--- config.mk ---
export PLATFORM = sky130hd
export DESIGN_NAME = router_pkt_fifo_flat
export DESIGN_NICKNAME = d
export VERILOG_FILES = /design/src/rtl/router_pkt_fifo_if.sv /design/src/rtl/router_pkt_fifo.sv /design/src/flat_wrapper.sv
export SDC_FILE = /design/constraint.sdc
export NUM_CORES = 1
export LEC_CHECK = 0
export ABC_CLOCK_PERIOD_IN_PS = 8300
export CORE_MARGIN = 2
export CORE_UTILIZATION = 50
export CTS_BUF_LIST = sky130_fd_sc_hd__clkbuf_4 sky130_fd_sc_hd__clkbuf_8
export DETAILED_ROUTE_END_ITERATION = 8
export PLACE_DENSITY = 0.68
export SETUP_SLACK_MARGIN = 0.3
export SLEW_MARGIN = 20
export SYNTH_ARGS = -nofsm -noshare
export SYNTH_HDL_FRONTEND = slang
export SYNTH_SLANG_ARGS = --single-unit
--- constraint.sdc ---
create_clock -name clock -period 8.3 [get_ports clock]
set_clock_uncertainty 0.15 [all_clocks]
set_input_delay 1.245 -clock clock [delete_from_list [all_inputs] [get_ports clock]]
set_output_delay 1.245 -clock clock [all_outputs]
set_load 0.02 [all_outputs]
--- src/rtl/router_pkt_fifo_if.sv ---
// Handshake and status bundle between the router FSM (master) and one
// per-port packet FIFO (slave).
interface router_pkt_fifo_if #(
    parameter int unsigned DATA_WIDTH = 8,
    parameter int unsigned DEPTH      = 16
);
    localparam int unsigned CW = $clog2(DEPTH) + 1;

    logic                  write_enb;
    logic                  read_enb;
    logic                  lfd_state;
    logic [DATA_WIDTH-1:0] data_in;
    logic                  full;
    logic                  empty;
    logic                  almost_full;
    logic [DATA_WIDTH-1:0] data_out;
    logic                  sop_out;
    logic                  eop_out;
    logic [CW-1:0]         pkt_count;
    logic                  overflow;
    logic                  underflow;

    modport master (
        output write_enb, read_enb, lfd_state, data_in,
        input  full, empty, almost_full, data_out, sop_out, eop_out,
               pkt_count, overflow, underflow
    );

    modport slave (
        input  write_enb, read_enb, lfd_state, data_in,
        output full, empty, almost_full, data_out, sop_out, eop_out,
               pkt_count, overflow, underflow
    );
endinterface

--- src/rtl/router_pkt_fifo.sv ---
// Packet-aware per-port output FIFO: stores header-tagged bytes, counts complete
// packets, and marks start/end of packet on the registered read port.
module router_pkt_fifo #(
    parameter int unsigned DATA_WIDTH   = 8,
    parameter int unsigned DEPTH        = 16,
    parameter int unsigned AFULL_THRESH = DEPTH - 4
) (
    input logic              clock,
    input logic              reset,
    input logic              soft_reset,
    router_pkt_fifo_if.slave bus
);
    localparam int unsigned PW = $clog2(DEPTH);
    localparam int unsigned CW = PW + 1;
    localparam int unsigned LW = DATA_WIDTH - 2;
    localparam int unsigned RW = LW + 1;

    // Bit DATA_WIDTH of each entry is the header tag.
    logic [DATA_WIDTH:0]   mem_q [DEPTH];
    logic [DATA_WIDTH:0]   rd_entry;
    logic [PW-1:0]         wr_ptr_q, wr_ptr_d, rd_ptr_q, rd_ptr_d;
    logic [CW-1:0]         occ_q, occ_d, pkt_q, pkt_d;
    logic [RW-1:0]         wr_rem_q, wr_rem_d, rd_rem_q, rd_rem_d;
    logic [DATA_WIDTH-1:0] dout_q, dout_d;
    logic                  sop_q, sop_d, eop_q, eop_d;
    logic                  ovf_q, ovf_d, udf_q, udf_d;
    logic                  full, empty, wr_acc, rd_acc, pkt_inc, pkt_dec;

    assign full  = (occ_q == CW'(DEPTH));
    assign empty = (occ_q == '0);

    assign bus.full        = full;
    assign bus.empty       = empty;
    assign bus.almost_full = (occ_q >= CW'(AFULL_THRESH));
    assign bus.data_out    = dout_q;
    assign bus.sop_out     = sop_q;
    assign bus.eop_out     = eop_q;
    assign bus.pkt_count   = pkt_q;
    assign bus.overflow    = ovf_q;
    assign bus.underflow   = udf_q;

    always_comb begin
        wr_ptr_d = wr_ptr_q;
        rd_ptr_d = rd_ptr_q;
        occ_d    = occ_q;
        pkt_d    = pkt_q;
        wr_rem_d = wr_rem_q;
        rd_rem_d = rd_rem_q;
        dout_d   = dout_q;
        sop_d    = sop_q;
        eop_d    = eop_q;
        pkt_inc  = 1'b0;
        pkt_dec  = 1'b0;
        rd_entry = mem_q[rd_ptr_q];

        wr_acc = bus.write_enb && !full;
        rd_acc = bus.read_enb && !empty;
        ovf_d  = bus.write_enb && full;
        udf_d  = bus.read_enb && empty;

        if (wr_acc) begin
            wr_ptr_d = wr_ptr_q + PW'(1);
            if (bus.lfd_state) begin
                // Reloading here also discards any truncated packet in progress.
                wr_rem_d = RW'(bus.data_in[DATA_WIDTH-1:2]) + RW'(1);
            end else if (wr_rem_q != '0) begin
                wr_rem_d = wr_rem_q - RW'(1);
                pkt_inc  = (wr_rem_q == RW'(1));
            end
        end

        if (rd_acc) begin
            rd_ptr_d = rd_ptr_q + PW'(1);
            dout_d   = rd_entry[DATA_WIDTH-1:0];
            sop_d    = rd_entry[DATA_WIDTH];
            eop_d    = 1'b0;
            if (rd_entry[DATA_WIDTH]) begin
                rd_rem_d = RW'(rd_entry[DATA_WIDTH-1:2]) + RW'(1);
            end else if (rd_rem_q != '0) begin
                rd_rem_d = rd_rem_q - RW'(1);
                eop_d    = (rd_rem_q == RW'(1));
                pkt_dec  = eop_d;
            end
        end

        unique case ({wr_acc, rd_acc})
            2'b10:   occ_d = occ_q + CW'(1);
            2'b01:   occ_d = occ_q - CW'(1);
            default: occ_d = occ_q;
        endcase

        if (pkt_inc && !pkt_dec) begin
            pkt_d = pkt_q + CW'(1);
        end else if (!pkt_inc && pkt_dec && (pkt_q != '0)) begin
            pkt_d = pkt_q - CW'(1);
        end
    end

    always_ff @(posedge clock) begin
        if (reset || soft_reset) begin
            wr_ptr_q <= '0;
            rd_ptr_q <= '0;
            occ_q    <= '0;
            pkt_q    <= '0;
            wr_rem_q <= '0;
            rd_rem_q <= '0;
            dout_q   <= '0;
            sop_q    <= 1'b0;
            eop_q    <= 1'b0;
            ovf_q    <= 1'b0;
            udf_q    <= 1'b0;
        end else begin
            wr_ptr_q <= wr_ptr_d;
            rd_ptr_q <= rd_ptr_d;
            occ_q    <= occ_d;
            pkt_q    <= pkt_d;
            wr_rem_q <= wr_rem_d;
            rd_rem_q <= rd_rem_d;
            dout_q   <= dout_d;
            sop_q    <= sop_d;
            eop_q    <= eop_d;
            ovf_q    <= ovf_d;
            udf_q    <= udf_d;
        end
    end

    // Storage needs no reset; a flush simply rewinds the pointers.
    always_ff @(posedge clock) begin
        if (wr_acc) begin
            mem_q[wr_ptr_q] <= {bus.lfd_state, bus.data_in};
        end
    end
endmodule
--- src/flat_wrapper.sv ---
// flat-port wrapper written by rule: the top's interface ports become plain ports
module router_pkt_fifo_flat 
#(
    parameter int unsigned DATA_WIDTH   = 8,
    parameter int unsigned DEPTH        = 16,
    parameter int unsigned AFULL_THRESH = DEPTH - 4
)
  (clock, reset, soft_reset, bus_write_enb, bus_read_enb, bus_lfd_state, bus_data_in, bus_full, bus_empty, bus_almost_full, bus_data_out, bus_sop_out, bus_eop_out, bus_pkt_count, bus_overflow, bus_underflow);
  router_pkt_fifo_if #(.DATA_WIDTH(DATA_WIDTH), .DEPTH(DEPTH)) bus_i ();
  input logic clock;
  input logic reset;
  input logic soft_reset;
  input wire logic [$bits(bus_i.write_enb)-1:0] bus_write_enb;
  input wire logic [$bits(bus_i.read_enb)-1:0] bus_read_enb;
  input wire logic [$bits(bus_i.lfd_state)-1:0] bus_lfd_state;
  input wire logic [$bits(bus_i.data_in)-1:0] bus_data_in;
  output wire logic [$bits(bus_i.full)-1:0] bus_full;
  output wire logic [$bits(bus_i.empty)-1:0] bus_empty;
  output wire logic [$bits(bus_i.almost_full)-1:0] bus_almost_full;
  output wire logic [$bits(bus_i.data_out)-1:0] bus_data_out;
  output wire logic [$bits(bus_i.sop_out)-1:0] bus_sop_out;
  output wire logic [$bits(bus_i.eop_out)-1:0] bus_eop_out;
  output wire logic [$bits(bus_i.pkt_count)-1:0] bus_pkt_count;
  output wire logic [$bits(bus_i.overflow)-1:0] bus_overflow;
  output wire logic [$bits(bus_i.underflow)-1:0] bus_underflow;
  assign bus_i.write_enb = bus_write_enb;
  assign bus_i.read_enb = bus_read_enb;
  assign bus_i.lfd_state = bus_lfd_state;
  assign bus_i.data_in = bus_data_in;
  assign bus_full = bus_i.full;
  assign bus_empty = bus_i.empty;
  assign bus_almost_full = bus_i.almost_full;
  assign bus_data_out = bus_i.data_out;
  assign bus_sop_out = bus_i.sop_out;
  assign bus_eop_out = bus_i.eop_out;
  assign bus_pkt_count = bus_i.pkt_count;
  assign bus_overflow = bus_i.overflow;
  assign bus_underflow = bus_i.underflow;
  router_pkt_fifo #(.DATA_WIDTH(DATA_WIDTH), .DEPTH(DEPTH), .AFULL_THRESH(AFULL_THRESH)) u_core (.clock(clock), .reset(reset), .soft_reset(soft_reset), .bus(bus_i));
endmodule
Word-level counts from Yosys, hierarchy flattened
Memories as Yosys holds them, arrays and structs flattened. A register that Yosys moved wholly into a read port is not among the register bits.
Cells that the tools add are included.
{ "totals": {"regBits": 44, "ram_bits": 144, "output_inout_bits": 20, "memories": 1} }
{ "op_classes": {"n_addsub": 10, "n_lt_le_gt_ge": 1, "n_eq_ne": 5, "muxes": 17, "n_reduce_logical": 22} }
{ "memory_table": {"columns": ["memory", "depth", "width", "rd", "rd_ports_with_merged_regs", "wr", "line_no", "rtl"], "rows": [
  ["u_core.mem_q", 16, 9, 1, 1, 1, "router_pkt_fifo.sv:19", "logic [DATA_WIDTH:0] mem_q [DEPTH];"]
]} }
{ "op_table": {"columns": ["cell", "n"], "rows": [
  ["two-way mux 7 bit", 4],
  ["adder 6 x 1 -> 7 bit (second input constant)", 2],
  ["equality test 7 x 1 -> 1 bit (second input constant)", 2],
  ["nonzero test 7 bit", 2],
  ["subtractor 7 x 1 -> 7 bit (second input constant)", 2],
  ["adder 5 x 1 -> 5 bit (second input constant)", 2],
  ["two-way mux 5 bit", 2],
  ["one-hot mux 5 bit (2 select lines)", 1],
  ["subtractor 5 x 1 -> 5 bit (second input constant)", 2],
  ["adder 4 x 1 -> 4 bit (second input constant)", 2],
  ["two-way mux 1 bit", 8],
  ["two-way mux 4 bit", 2],
  ["nonzero test 2 bit", 4],
  ["logical AND 1 bit", 7],
  ["equality test 5 bit (second input constant)", 1],
  [">= comparator 5 x 4 -> 1 bit (second input constant)", 1],
  ["zero test 5 bit", 1],
  ["nonzero test 5 bit", 1],
  ["zero test 1 bit", 4],
  ["AND reduction 2 bit", 2],
  ["equality test 2 x 1 -> 1 bit (second input constant)", 1],
  ["equality test 2 bit (second input constant)", 1],
  ["logical OR 1 bit", 1]
]} }

Depth between registers and ports, before layout
{ "depth": {"word_depth": 9, "ltp_mapped": 13, "mapped_depth_nobuf": 13} }

Worst setup path after synthesis
OpenSTA, ideal clock, no wires.
{ "synth_path": {"kind": "input -> register", "from": "input bus_read_enb", "to": "register u_core.occ_q[4]", "setup_ps": 70, "arrival_time_ps": 3585, "required_ps": 8080, "path_slack_ps": 4495, "path_stages": 11, "path_cell_list": "o21ai_1 -> inv_2 -> clkbuf_1 -> clkbuf_1 -> ha_1 -> fa_1 -> a21o_1 -> a21oi_1 -> xor2_1 -> or3_1 -> a21oi_1"} }
{ "synth_via": {"elab_chain_cells": 3} }
{ "synth_lines": {"columns": ["item", "line_no", "rtl"], "rows": [
  ["start, declared", "flat_wrapper.sv:14", "input wire logic [$bits(bus_i.read_enb)-1:0] bus_read_enb;"],
  ["logical AND 1 bit *", "router_pkt_fifo.sv:57", "rd_acc = bus.read_enb && !empty;"],
  ["net u_core.rd_acc", "router_pkt_fifo.sv:27", "logic full, empty, wr_acc, rd_acc, pkt_inc, pkt_dec;"],
  ["equality test 2 x 1 -> 1 bit / equality test 2 bit (equally long branches)", "router_pkt_fifo.sv:86", "unique case ({wr_acc, rd_acc})"],
  ["one-hot mux 5 bit (2 select lines) / nonzero test 2 bit (equally long branches)", null, null],
  ["end signal, assigned", "router_pkt_fifo.sv:103", "occ_q <= '0;"],
  ["end signal, assigned", "router_pkt_fifo.sv:115", "occ_q <= occ_d;"],
  ["end, declared", "router_pkt_fifo.sv:22", "logic [CW-1:0] occ_q, occ_d, pkt_q, pkt_d;"]
]} }
Mark *: on every way through the listed nets, which the timed path passes. The rest lies on a longest branch.
A chain may end at the register's enable or synchronous reset.

==> summary.txt <==
Outcome
  – Status: complete, no violations

Yosys
  – Post-Syn Area: 8200 um^2
  – Netlist cell types: 54
  – Sequential fraction of the synthesis area: 0.644
  – Mapped Nets: 598
  – Cells after Synth: 561
  – Warnings from Yosys: 0
  – Ys async rst share: 0
  – Synthesis-stage register bit count: 192
  – Post-synth EDFFs: 144
  – Synthesized area per cell: 14.6 um^2
  – Ys flop type: edfxtp_1

Clocking
  – # hold bufs at CTS: 0
  – TritonCTS clock tree: yes
  – CTS sink count: 192
  – Bufs on Longest Clock Path: 2
  – Cts bufs inserted: 17
  – Post-CTS Setup Repair Bufs: 0
  – Post-cts gate resize count: 0
  – Root buffer cell: clkbuf_8
  – Clock transition at the registers of the reported paths: 0.09 ns
  – CTS H-tree lvls: 4
  – Later-pin clock latency in the skew report: 0.46 ns

Floorplan
  – Core Region: 15900 um^2
  – Die Y: 132 um
  – Die area: 17400 um^2
  – Row count: 46
  – Chip width: 132 um
  – Initial Utilization: 0.515
  – IO Count: 34

Power and ir drop
  – Leakage dissipation: 3.04 nW
  – Post-layout power: 1.81 mW
  – Pwr dens: 198 nW/um^2
  – Maximum VDD drop: 0.100 mV

Timing
  – Fin. Hold Viols: 0
  – Fin Hold WS: 0.311 ns
  – Final period utilization: 0.540
  – Unrepaired setup endpoints after global routing: false
  – Setup-failing EPs final: 0
  – Max Slew Vio Count: 0
  – Actual transition at the worst max-transition pin: 0.927 ns
  – Fmax: 223 MHz
  – Setup TNS: 0 ns
  – Slew margin rel.: 0.379
  – Setup ws final: 3.82 ns
  – Final min period: 4.48 ns

Drt
  – Wire length on met3: 1140 um
  – Vias per cell: 5.86
  – DRC viols: 0
  – Antenna-violating nets left: 0
  – Wl on met1: 7030 um
  – Metal2 WL: 8120 um
  – Highest metal used: met4
  – Drt first-iter violations: 622
  – WL per Instance: 20.2 um
  – DRT Pass-1 Iters: 6
  – Vias: 4809
  – Drt total wl: 16600 um

Critical path
  – Critical Path RT: 8.54 ns
  – Critical path's slowest cell: mux4_2
  – CP max FO: 38
  – Critical path type: reg -> reg
  – Worst path cell trace: buf_4, mux4_2, mux4_2, nor4_4, nand2b_1, inv_1, fa_1, inv_1, a21o_1, a21oi_1, or3_1, a21o_1, a21oi_1
  – CP Data Arrival Time: 4.72 ns
  – Worst setup EP type: flop
  – Slowest stage delay, CP: 0.67 ns
  – Element type at the critical path start: flop

Place
  – Hpwl dp: 10600 um
  – Cell Area, Placed: 8730 um^2
  – I/O Buffers: 33
  – GP Congestion: 0.840
  – Place WS: 3.73 ns
  – # placed instances: 789

GRT
  – First-pass GRT wire length: 26200 um
  – Initial antenna violation count: 0
  – Overflow after GRT: 0
  – Vias in the first global route: 4801
  – Total GRT Usage: 0.200
  – Largest net degree at the start of global routing: 41

Finish
  – # diodes: 0
  – Synth-to-layout area growth: 11.7%
  – Share of cells above drive strength 1: 0.136
  – Total Nets Final: 629
  – Finished Cell Area: 9160 um^2
  – Most frequent cells in the layout: edfxtp_1, dfxtp_1, nor2_1, mux4_2, nand2_1
  – Post-Layout Cell Count: 821
  – Util after Layout: 0.575
  – Most common cell after layout, fill and taps aside: edfxtp_1

Hold path
  – Worst min path class: reg -> reg

Flow run
  – MaxCap Viol Count: 0
## report_power, final
group          internal [mW]  switching (mW)
sequential              1.04         0.00603
combinational         0.0435          0.0708
clock                  0.336           0.318
## cells in the mapped netlist, drive strengths merged (2+ instances only)
master / count / area share
nand3: 14 / 0.0085
nor4: 2 / 0.0034
nor3: 7 / 0.0043
a211oi: 2 / 0.0018
o22ai: 3 / 0.0023
inv: 14 / 0.0064
nor2: 40 / 0.018
mux2i: 15 / 0.018
edfxtp: 144 / 0.53
mux4: 38 / 0.10
a31oi: 4 / 0.0031
or2: 2 / 0.0015
or3: 4 / 0.0031
a221oi: 6 / 0.0064
nand2b: 4 / 0.0031
nand2: 35 / 0.016
a22oi: 2 / 0.0018
and3: 12 / 0.0092
or4: 2 / 0.0018
xnor2: 8 / 0.0085
and4: 4 / 0.0043
dfxtp: 48 / 0.12
buf: 7 / 0.0050
ha: 21 / 0.032
o21a: 2 / 0.0018
o21ai: 17 / 0.010
a21o: 6 / 0.0055
a21oi: 30 / 0.018
nor3b: 2 / 0.0018
and2: 9 / 0.0069
fa: 2 / 0.0049
xor2: 11 / 0.012
nand4: 7 / 0.0053
o31ai: 4 / 0.0037
clkbuf: 20 / 0.0092
## final timing paths
path,start,end,slack [ns],cells after the start
max reg2reg,flop,u_core.bus.pkt_count[4],3.82,13
max,flop,u_core.bus.pkt_count[4],3.82,13
min,u_core.bus.data_out[7],u_core.bus.data_out[7],0.31,2
min reg2reg,u_core.bus.data_out[7],u_core.bus.data_out[7],0.31,2
## cell families (layout without fill, tap and decap cells)
kind of cell,Yosys count,in the layout,synth area share
mux,53,53,0.123
flops,192,192,0.644
fa+ha+maj,23,23,0.0369
xor+xnor,19,19,0.0203
simple gates,148,148,0.0912
compound gates,84,84,0.0636
buf+inv,42,86,0.0210
## state kept, by name, summed over array words and instances, names as in the netlist, named ones only
| signal | flops |
|---|---|
| u_core.wr_rem_q | 7 |
| u_core.bus.underflow | 1 |
| u_core.bus.pkt_count | 5 |
| u_core.bus.data_out | 8 |
| u_core.rd_ptr_q | 4 |
| u_core.occ_q | 5 |
| u_core.bus.eop_out | 1 |
| u_core.bus.overflow | 1 |
| u_core.wr_ptr_q | 4 |
| u_core.bus.sop_out | 1 |
| u_core.rd_rem_q | 7 |
| u_core.mem_q | 144 |
## final cells by class
class	instances	area, um^2
clock buffers	19	249
clock inverters	13	185
fillers	1221	6780
inverters	15	56.3
multi-input cells	327	2750
flip-flops and latches	192	5290
well taps	216	270
repair buffers	39	370
## critical path, delay by kind of cell (launching register included)
| kind | cells | cell delay [ns] |
|---|---|---|
| compound gates | 4 | 0.47 |
| buf+inv | 3 | 0.71 |
| simple gates | 3 | 1.04 |
| flops | 1 | 0.32 |
| mux | 2 | 1.27 |
| fa+ha+maj | 1 | 0.40 |
## layer usage
layer,track usage,up-vias
met2,0.319,183
li1,-,2219
met3,0.0515,23
met4,0.0785,0
met5,0,-
met1,0.265,2384
(Power assumes the default switching activity.)
